[src/rtl/me_pixel_feeder.sv]
// Motion-estimation pixel feeder: fetches the current-block rows, then the reference rows,
// and routes the in-order read responses to the search engine's current/reference inputs.
module me_pixel_feeder #(
    parameter int unsigned CUR_BEATS   = 16,
    parameter int unsigned REF_BEATS   = 64,
    parameter int unsigned LINE_STRIDE = 64,
    parameter int unsigned MAX_OUTST   = 4
) (
    input  logic         clk,
    input  logic         rst_n,
    input  logic         start,
    input  logic [19:0]  base_cur_addr,
    input  logic [19:0]  base_ref_addr,
    output logic         mem_req_valid,
    input  logic         mem_req_ready,
    output logic [19:0]  mem_req_addr,
    input  logic         mem_rsp_valid,
    input  logic [511:0] mem_rsp_data,
    output logic [511:0] current_64pixels,
    output logic         cur_valid,
    output logic [255:0] ref_input,
    output logic         ref_valid,
    output logic         busy,
    output logic         done
);

    localparam int unsigned TotalBeats = CUR_BEATS + REF_BEATS;
    localparam int unsigned CntW       = $clog2(TotalBeats + 1);
    localparam int unsigned OutW       = $clog2(MAX_OUTST + 1);

    localparam logic [CntW-1:0] CurLast  = CntW'(CUR_BEATS - 1);
    localparam logic [CntW-1:0] RefLast  = CntW'(REF_BEATS - 1);
    localparam logic [CntW-1:0] CurCnt   = CntW'(CUR_BEATS);
    localparam logic [CntW-1:0] TotalCnt = CntW'(TotalBeats);
    localparam logic [OutW-1:0] OutMax   = OutW'(MAX_OUTST);
    localparam logic [19:0]     Stride   = 20'(LINE_STRIDE);

    typedef enum logic [2:0] {StIdle, StCur, StRef, StDrain, StDone} state_e;

    state_e          state_q, state_d;
    logic [CntW-1:0] req_cnt_q, req_cnt_d;
    logic [CntW-1:0] rcv_cnt_q, rcv_cnt_d;
    logic [OutW-1:0] outst_q, outst_d;
    logic [19:0]     addr_q, addr_d;
    logic [19:0]     ref_base_q, ref_base_d;
    logic            issue;
    logic            rsp_take;
    logic            rsp_dec;
    logic            rsp_is_cur;

    // State register
    always_ff @(posedge clk or posedge rst_n) begin
        if (rst_n) begin
            state_q <= StIdle;
        end else begin
            state_q <= state_d;
        end
    end

    // Next-state logic
    always_comb begin
        state_d = state_q;
        unique case (state_q)
            StIdle:  if (start) state_d = StCur;
            StCur:   if (issue && req_cnt_q == CurLast) state_d = StRef;
            StRef:   if (issue && req_cnt_q == RefLast) state_d = StDrain;
            StDrain: if (rcv_cnt_q == TotalCnt) state_d = StDone;
            StDone:  state_d = StIdle;
            default: state_d = StIdle;
        endcase
    end

    // FSM outputs; valid only depends on registered state so it cannot drop while stalled
    always_comb begin
        mem_req_valid = ((state_q == StCur) || (state_q == StRef)) && (outst_q < OutMax);
        busy          = (state_q != StIdle);
        done          = (state_q == StDone);
    end

    assign issue        = mem_req_valid && mem_req_ready;
    assign rsp_take     = mem_rsp_valid &&
                          ((state_q == StCur) || (state_q == StRef) || (state_q == StDrain));
    assign rsp_dec      = rsp_take && (outst_q != '0);
    assign rsp_is_cur   = (rcv_cnt_q < CurCnt);
    assign mem_req_addr = addr_q;

    always_comb begin
        req_cnt_d  = req_cnt_q;
        rcv_cnt_d  = rcv_cnt_q;
        outst_d    = outst_q;
        addr_d     = addr_q;
        ref_base_d = ref_base_q;
        if (state_q == StIdle) begin
            if (start) begin
                req_cnt_d  = '0;
                rcv_cnt_d  = '0;
                outst_d    = '0;
                addr_d     = base_cur_addr;
                ref_base_d = base_ref_addr;
            end
        end else begin
            if (issue) begin
                // Last current row hands the address generator over to the reference base
                if (state_q == StCur && req_cnt_q == CurLast) begin
                    req_cnt_d = '0;
                    addr_d    = ref_base_q;
                end else begin
                    req_cnt_d = req_cnt_q + 1'b1;
                    addr_d    = addr_q + Stride;
                end
            end
            if (rsp_take) begin
                rcv_cnt_d = rcv_cnt_q + 1'b1;
            end
            if (issue && !rsp_dec) begin
                outst_d = outst_q + 1'b1;
            end else if (!issue && rsp_dec) begin
                outst_d = outst_q - 1'b1;
            end
        end
    end

    always_ff @(posedge clk or posedge rst_n) begin
        if (rst_n) begin
            req_cnt_q  <= '0;
            rcv_cnt_q  <= '0;
            outst_q    <= '0;
            addr_q     <= '0;
            ref_base_q <= '0;
        end else begin
            req_cnt_q  <= req_cnt_d;
            rcv_cnt_q  <= rcv_cnt_d;
            outst_q    <= outst_d;
            addr_q     <= addr_d;
            ref_base_q <= ref_base_d;
        end
    end

    // Response routing: first CUR_BEATS beats feed the current path, the rest the reference path
    always_ff @(posedge clk or posedge rst_n) begin
        if (rst_n) begin
            cur_valid        <= 1'b0;
            ref_valid        <= 1'b0;
            current_64pixels <= '0;
            ref_input        <= '0;
        end else begin
            cur_valid <= rsp_take && rsp_is_cur;
            ref_valid <= rsp_take && !rsp_is_cur;
            if (rsp_take && rsp_is_cur) begin
                current_64pixels <= mem_rsp_data;
            end
            if (rsp_take && !rsp_is_cur) begin
                ref_input <= mem_rsp_data[255:0];
            end
        end
    end

endmodule

[config.mk]
export PLATFORM = sky130hd
export DESIGN_NAME = me_pixel_feeder
export DESIGN_NICKNAME = d
export VERILOG_FILES = /design/src/rtl/me_pixel_feeder.sv
export SDC_FILE = /design/constraint.sdc
export NUM_CORES = 2
export LEC_CHECK = 0
export BUFFER_PORTS_ARGS = -buffer_cell sky130_fd_sc_hd__buf_2
export CORE_AREA = 3 3 518 520
export DETAILED_ROUTE_END_ITERATION = 16
export DIE_AREA = 0 0 521 523
export PLACE_DENSITY_LB_ADDON = 0.25
export SLEW_MARGIN = 20
export SYNTH_ARGS = -nofsm -noshare
export SYNTH_HDL_FRONTEND = slang
export SYNTH_SLANG_ARGS = --single-unit
[constraint.sdc]
create_clock -name clk -period 82 [get_ports clk]
set_input_delay 24.6 -clock clk [delete_from_list [all_inputs] [get_ports clk]]
set_output_delay 24.6 -clock clk [all_outputs]
set_load 0.05 [all_outputs]
### Word-level counts from Yosys, hierarchy flattened

Cells that the tools add are included.

* $add $sub $neg: 5
* $mul: 0
* divide/modulo/power cells: 0
* magnitude comparators: 2
* equal/unequal tests: 11
* shift operators: 0
* muxes and demuxes: 19
* bitwise operators: 0
* reduce and logical (&&, ||, !) cells: 27

Operator list (number)
* 20-bit 2-to-1 mux: 4
* 7-bit 2-to-1 mux: 6
* 3-bit 2-to-1 mux: 8
* 20-bit by 7-bit adder with 20-bit output, second input constant: 1
* 7-bit by 1-bit adder with 7-bit output, second input constant: 2
* 3-bit case mux with 4 select lines: 1
* 1-bit logical AND: 11
* 3-bit nonzero test: 3
* 2-bit inequality test, second input constant: 4
* 2-bit AND reduction: 4
* 7-bit by 4-bit == test with 1-bit output, second input constant: 1
* 7-bit by 6-bit == test with 1-bit output, second input constant: 1
* 7-bit == test, second input constant: 1
* 7-bit by 5-bit less-than comparator with 1-bit output, second input constant: 1
* 3-bit by 2-bit == test with 1-bit output, second input constant: 2
* 4-bit AND reduction: 1
* 2-bit nonzero test: 2
* 3-bit by 1-bit adder with 3-bit output, second input constant: 1
* 3-bit by 1-bit == test with 1-bit output, second input constant: 1
* 3-bit == test, second input constant: 1
* 1-bit logical NOT: 3
* 3-bit logical NOT: 1
* 3-bit less-than comparator, second input constant: 1
* 3-bit by 1-bit subtractor with 3-bit output, second input constant: 1
* 1-bit logical OR: 2

* bits in registers: 830
* bits in latches: 0
* bits in writable memories: 0
* memory bits (read-only): 0
* bits of input ports: 557
* output and inout bits: 793
* logic and storage cells: 74
* memories: 0

### Logic depth before layout (Yosys ltp)

* depth after elaboration: 9
* mapped depth: 8
* depth with buffers taken out: 6

### Worst setup path before layout

Ideal clock, no wire load.

* path kind: register to output
* start: register state_q[1]
* end: output mem_req_valid
* arrival time: 1.899 ns
* data required time: 57.400 ns
* setup slack: 55.501 ns
* cell stages (with the launch flop): 4
* path buffers: 1
* cells stage by stage: dfrtp_1 -> buf_2 -> xor2_1 -> nor3b_1

* word-level cells in the longest chain between the ends: 3

Ends and longest elaborated chain
* start, declared: line 40 `state_e state_q, state_d;`
* start signal, assigned: line 54 `state_q <= StIdle;`
* start signal, assigned: line 56 `state_q <= state_d;`
* 3-bit by 1-bit == test with 1-bit output or 3-bit by 2-bit == test with 1-bit output (tied branches): line 75 `mem_req_valid = ((state_q == StCur) || (state_q == StRef)) && (outst_q < OutMax);`
* 1-bit logical OR (*): line 75
* 1-bit logical AND (*): line 75
* end, declared: line 14 `output logic mem_req_valid,`

Mark *: on every way between the ends. The rest lies on a longest branch, timed or not.

### Worst setup path in the final report

* start: input mem_rsp_valid
* end: register current_64pixels[7]

* word-level cells in the longest chain between the ends: 2

Ends and longest elaborated chain
* start, declared: line 17 `input logic mem_rsp_valid,`
* 1-bit logical AND: line 81 `assign rsp_take = mem_rsp_valid &&`
* 1-bit logical AND: line 149 `if (rsp_take && rsp_is_cur) begin`
* end signal, assigned: line 150 `current_64pixels <= mem_rsp_data;`
* end, declared: line 19 `output logic [511:0] current_64pixels,`

No other way between the ends.
A chain may end at the register's enable or synchronous reset.

==> summary.md <==
- 29.17 µV — worst-case vdd ir drop
- 100.0% — async set or reset register ratio after synthesis
- 27,850 ps — min cycle time layout
- 42,450 µm² — Cell Area, Placed
- 0 — final hold violation count
- 0 — final setup violating endpoints
- 2,551 — Syn Nets
- 830 — clock sink count
- 0 — number of hold-repair buffers added at the cts stage
- 54,150 ps — setup slack after layout
- 155 — largest net degree at the start of global routing
- 0 — buffers inserted during post-CTS setup optimization
- 65.21% — sequential share of the synthesized area
- 45.95% — share of layout cells above drive strength 1
- 272,500 µm² — Die Area
- 29.0% — sequential group share of total power
- 5 — number of detailed-route iterations in the first pass
- 0 — number of pins with negative max-slew slack in the final report
- 28,520 ps — data arrival time of the critical path
- built — clock tree from TritonCTS
- 4 — Buf+Inv Stages, Crit Path
- 474.7 ps — Hold WS
- 189 — Core Rows
- 53,230 ps — DP Worst Slack
- 134.2 mm — post-detailed-placement half-perimeter wirelength
- 840 ps — clock insertion delay at the later pin of the skew report
- 0 — post-CTS sizing
- 25.03% — headroom to the max-slew limit
- 829 — initial DRC count
- 23.35 µm — mean routed wirelength per cell
- 61 — count of different cell masters after synthesis
- 1.218 mW — switching power
- 82,670 ps — required arrival time at the worst endpoint
- reg -> reg — type of the most critical hold path
- 264,600 µm² — core area
- 33.97% — final clock period utilization by the worst path
- 0 — number of enable flip-flop cells after synthesis
- 35.90 MHz — fmax
- buffers and inverters — Top delay family on crit path
- 3.255 — post-DR vias/cell
- 1,989 — instance count of the mapped netlist
- 830 ps — worst stage delay on the critical path
- 118 — initial antenna violation count
- 216.5 mm — first-pass GRT wire length
- sky130_fd_sc_hd__dfrtp_1, sky130_fd_sc_hd__mux2_1, sky130_fd_sc_hd__mux2_2 — leading post-synthesis cells by cell area
- input port — startpoint type of the worst setup path
- flop — category of the worst setup path capture point
- sky130_fd_sc_hd__clkbuf_16 — root buffer selected by CTS
- 111 — clock buffers created by TritonCTS
- 44.59% — Area Growth Syn to Fin
- 0 — number of warnings reported in the yosys synthesis log
- 23,770 — number of global-route vias before repair
- 0 — residual DRC count
- 68 — CP Max Fanout
- 22,790 — via count
- 10,220 µm² — area of combinational cells with multiple inputs
- 65.21% — area share of the largest cell type after synthesis
- 20.6% — power share of the clock group
- 1125 ps — Tightest Pin Transition
- 0.8178 — routability congestion estimate
- 4 — number of buffers on the longest clock path
- 1,350 — number of top-level design ports
- 163.5 mm — total detailed-routing wirelength
- 0 — leftover overflow at the end of global routing
- 521 µm — die width
- 0 — number of nets still failing antenna checks after routing
- 51.79% — share of total power consumed by net switching
- false — unrepaired setup endpoints after global routing
- sky130_fd_sc_hd__buf_4 — slowest CP cell
- 50.4% — combinational group share of total power
- 3 — Clock H-tree levels
- 20.63 nW — static power due to leakage
- 2.351 mW — Final Power
- sky130_fd_sc_hd__buf_4 — Top cell by count, worst path
- 74.33 ps — worst-case clock skew
- 3,931 — # nets final
- 60 ps — clk slew on worst S/H paths
- 31,850 µm² — netlist area before placement
- 12.04% — initial core utilization
- 46,060 µm² — post-route cell area
- buf_2, nor3b_2, and2_4, buf_4, buf_4, buf_4, mux2_2 — worst path cell trace
- 0 ps — final total negative setup slack
- 0 — maximum capacitance violations
- 11.52% — GRT Util Overall
- 29,290 — fillers
- 1.133 mW — internal power
- sky130_fd_sc_hd__dfrtp_1 — dominant register cell in the synthesized netlist
- 1,349 — port bufs
- sky130_fd_sc_hd__dfrtp_1 — largest area contributor in the synthesized netlist
- 51.05 nW/µm² — PD cells
- 20,770 µm² — register area
- finished, final reports clean — run status
- 523 µm — y dimension of the die
- 830 — Yosys reg bits
- 16.01 µm² — Avg Synthesized Cell Area
- in -> reg — crit path kind
state kept, by name (all words and copies together) (netlist names):
| name | count |
|---|---|
| cur_valid | 1 |
| mem_req_addr | 20 |
| outst_q | 3 |
| current_64pixels | 512 |
| state_q | 3 |
| ref_base_q | 20 |
| rcv_cnt_q | 7 |
| ref_valid | 1 |
| ref_input | 256 |
| req_cnt_q | 7 |
worst reg2reg max path, cell delays in order, from the launching register on:
cell	delay [ps]
sky130_fd_sc_hd__dfrtp_1	580
sky130_fd_sc_hd__nor2_2	150
sky130_fd_sc_hd__nor3b_2	370
sky130_fd_sc_hd__and2_4	670
sky130_fd_sc_hd__buf_4	720
sky130_fd_sc_hd__buf_4	920
sky130_fd_sc_hd__buf_4	730
sky130_fd_sc_hd__mux2_2	440
synthesized netlist by cell type, drive strengths merged (8+ instances only):
library cell	instances
nor2	18
nand3	16
a21oi	15
dfrtp	830
nor3	14
clkbuf	10
and2	8
o21ai	19
nand2	93
mux2	768
o22ai	8
buf	99
layout make-up:
cell class,instances,area share (%)
flip-flops and latches,830,45.10
clock buffers,156,6.724
diodes,25,0.1358
inverters,7,0.07335
repair buffers,1376,15.21
well taps,3533,9.598
clock inverters,33,0.9671
multi-input cells,1043,22.20
placed cells by master, fill, tap and decap left out, types with 5 or more instances in the layout:
| master | count |
|---|---|
| sky130_fd_sc_hd__buf_2 | 1349 |
| sky130_fd_sc_hd__dfrtp_1 | 830 |
| sky130_fd_sc_hd__mux2_1 | 728 |
| sky130_fd_sc_hd__clkbuf_16 | 111 |
| sky130_fd_sc_hd__nand2_1 | 93 |
| sky130_fd_sc_hd__mux2_2 | 40 |
| sky130_fd_sc_hd__clkbuf_1 | 30 |
| sky130_fd_sc_hd__diode_2 | 25 |
| sky130_fd_sc_hd__buf_4 | 23 |
| sky130_fd_sc_hd__nand3_1 | 16 |
| sky130_fd_sc_hd__nor2_1 | 15 |
| sky130_fd_sc_hd__a21oi_1 | 15 |
| sky130_fd_sc_hd__clkbuf_8 | 15 |
| sky130_fd_sc_hd__nor3_1 | 13 |
| sky130_fd_sc_hd__clkinv_2 | 12 |
| sky130_fd_sc_hd__o21ai_1 | 11 |
| sky130_fd_sc_hd__o22ai_1 | 8 |
| sky130_fd_sc_hd__o21ai_0 | 8 |
| sky130_fd_sc_hd__bufinv_16 | 8 |
| sky130_fd_sc_hd__and2_1 | 7 |
| sky130_fd_sc_hd__a2bb2oi_1 | 7 |
| sky130_fd_sc_hd__xnor2_1 | 7 |
| sky130_fd_sc_hd__inv_1 | 6 |
| sky130_fd_sc_hd__a211oi_1 | 6 |
| sky130_fd_sc_hd__nand4_1 | 6 |
| sky130_fd_sc_hd__a31oi_1 | 5 |
| sky130_fd_sc_hd__o31ai_1 | 5 |
cells by family (layout without fill, tap and decap cells):
logic type | after synthesis | in the layout | synth area share (%)
fa+ha+maj | 5 | 5 | 0.2200
mux | 770 | 770 | 27.21
xor+xnor | 9 | 9 | 0.2475
compound gates | 84 | 84 | 1.764
other cells | 0 | 25 | 0
buf+inv | 116 | 1572 | 2.714
flops | 830 | 830 | 65.21
simple gates | 175 | 175 | 2.636
per-layer routing:
layer | global-route usage, % | part of all wire, % | wire length, µm
met1 | 12.86 | 38 | 61650
met2 | 20.21 | 50 | 81700
met3 | 4.796 | 9.7 | 15880
met4 | 2.820 | 2.3 | 3835
met5 | 0 | 0.28 | 459
power by group through the flow:
stage | clock [mW] | combinational (mW) | sequential (mW)
after CTS | 0.508 | 1.22 | 0.685
after floorplan | 0 | 0.226 | 1.29
after global placement | 0 | 1.21 | 0.687
final | 0.483 | 1.18 | 0.683
after global routing | 0.522 | 1.24 | 0.708
after detailed placement | 0 | 1.21 | 0.690
metrics by stage:
stage          std cells  util (%)
2_1_floorplan       1989         -
3_3_place_gp        6789     16.04
3_5_place_dp        6789     16.04
4_1_cts             6978     17.38
5_1_grt             6983     17.39
6_report            7003     17.41
worst paths after layout:
path	slack (ps)	from	to	cells after the start
hold / removal	470	ref_base_q[0]$_DFFE_PP0P_	ref_base_q[0]$_DFFE_PP0P_	2
setup / recovery	54150	mem_rsp_valid	current_64pixels[7]$_DFFE_PP0P_	7
setup reg to reg	77320	state_q[1]$_DFFE_PP0P_	current_64pixels[7]$_DFFE_PP0P_	7
min in group asynchronous	23920	rst_n	ref_input[83]$_DFFE_PP0P_	2
hold reg to reg	470	ref_base_q[0]$_DFFE_PP0P_	ref_base_q[0]$_DFFE_PP0P_	2
max in group asynchronous	55070	rst_n	current_64pixels[302]$_DFFE_PP0P_	5
Note: power is estimated with default switching activity, not from simulation.
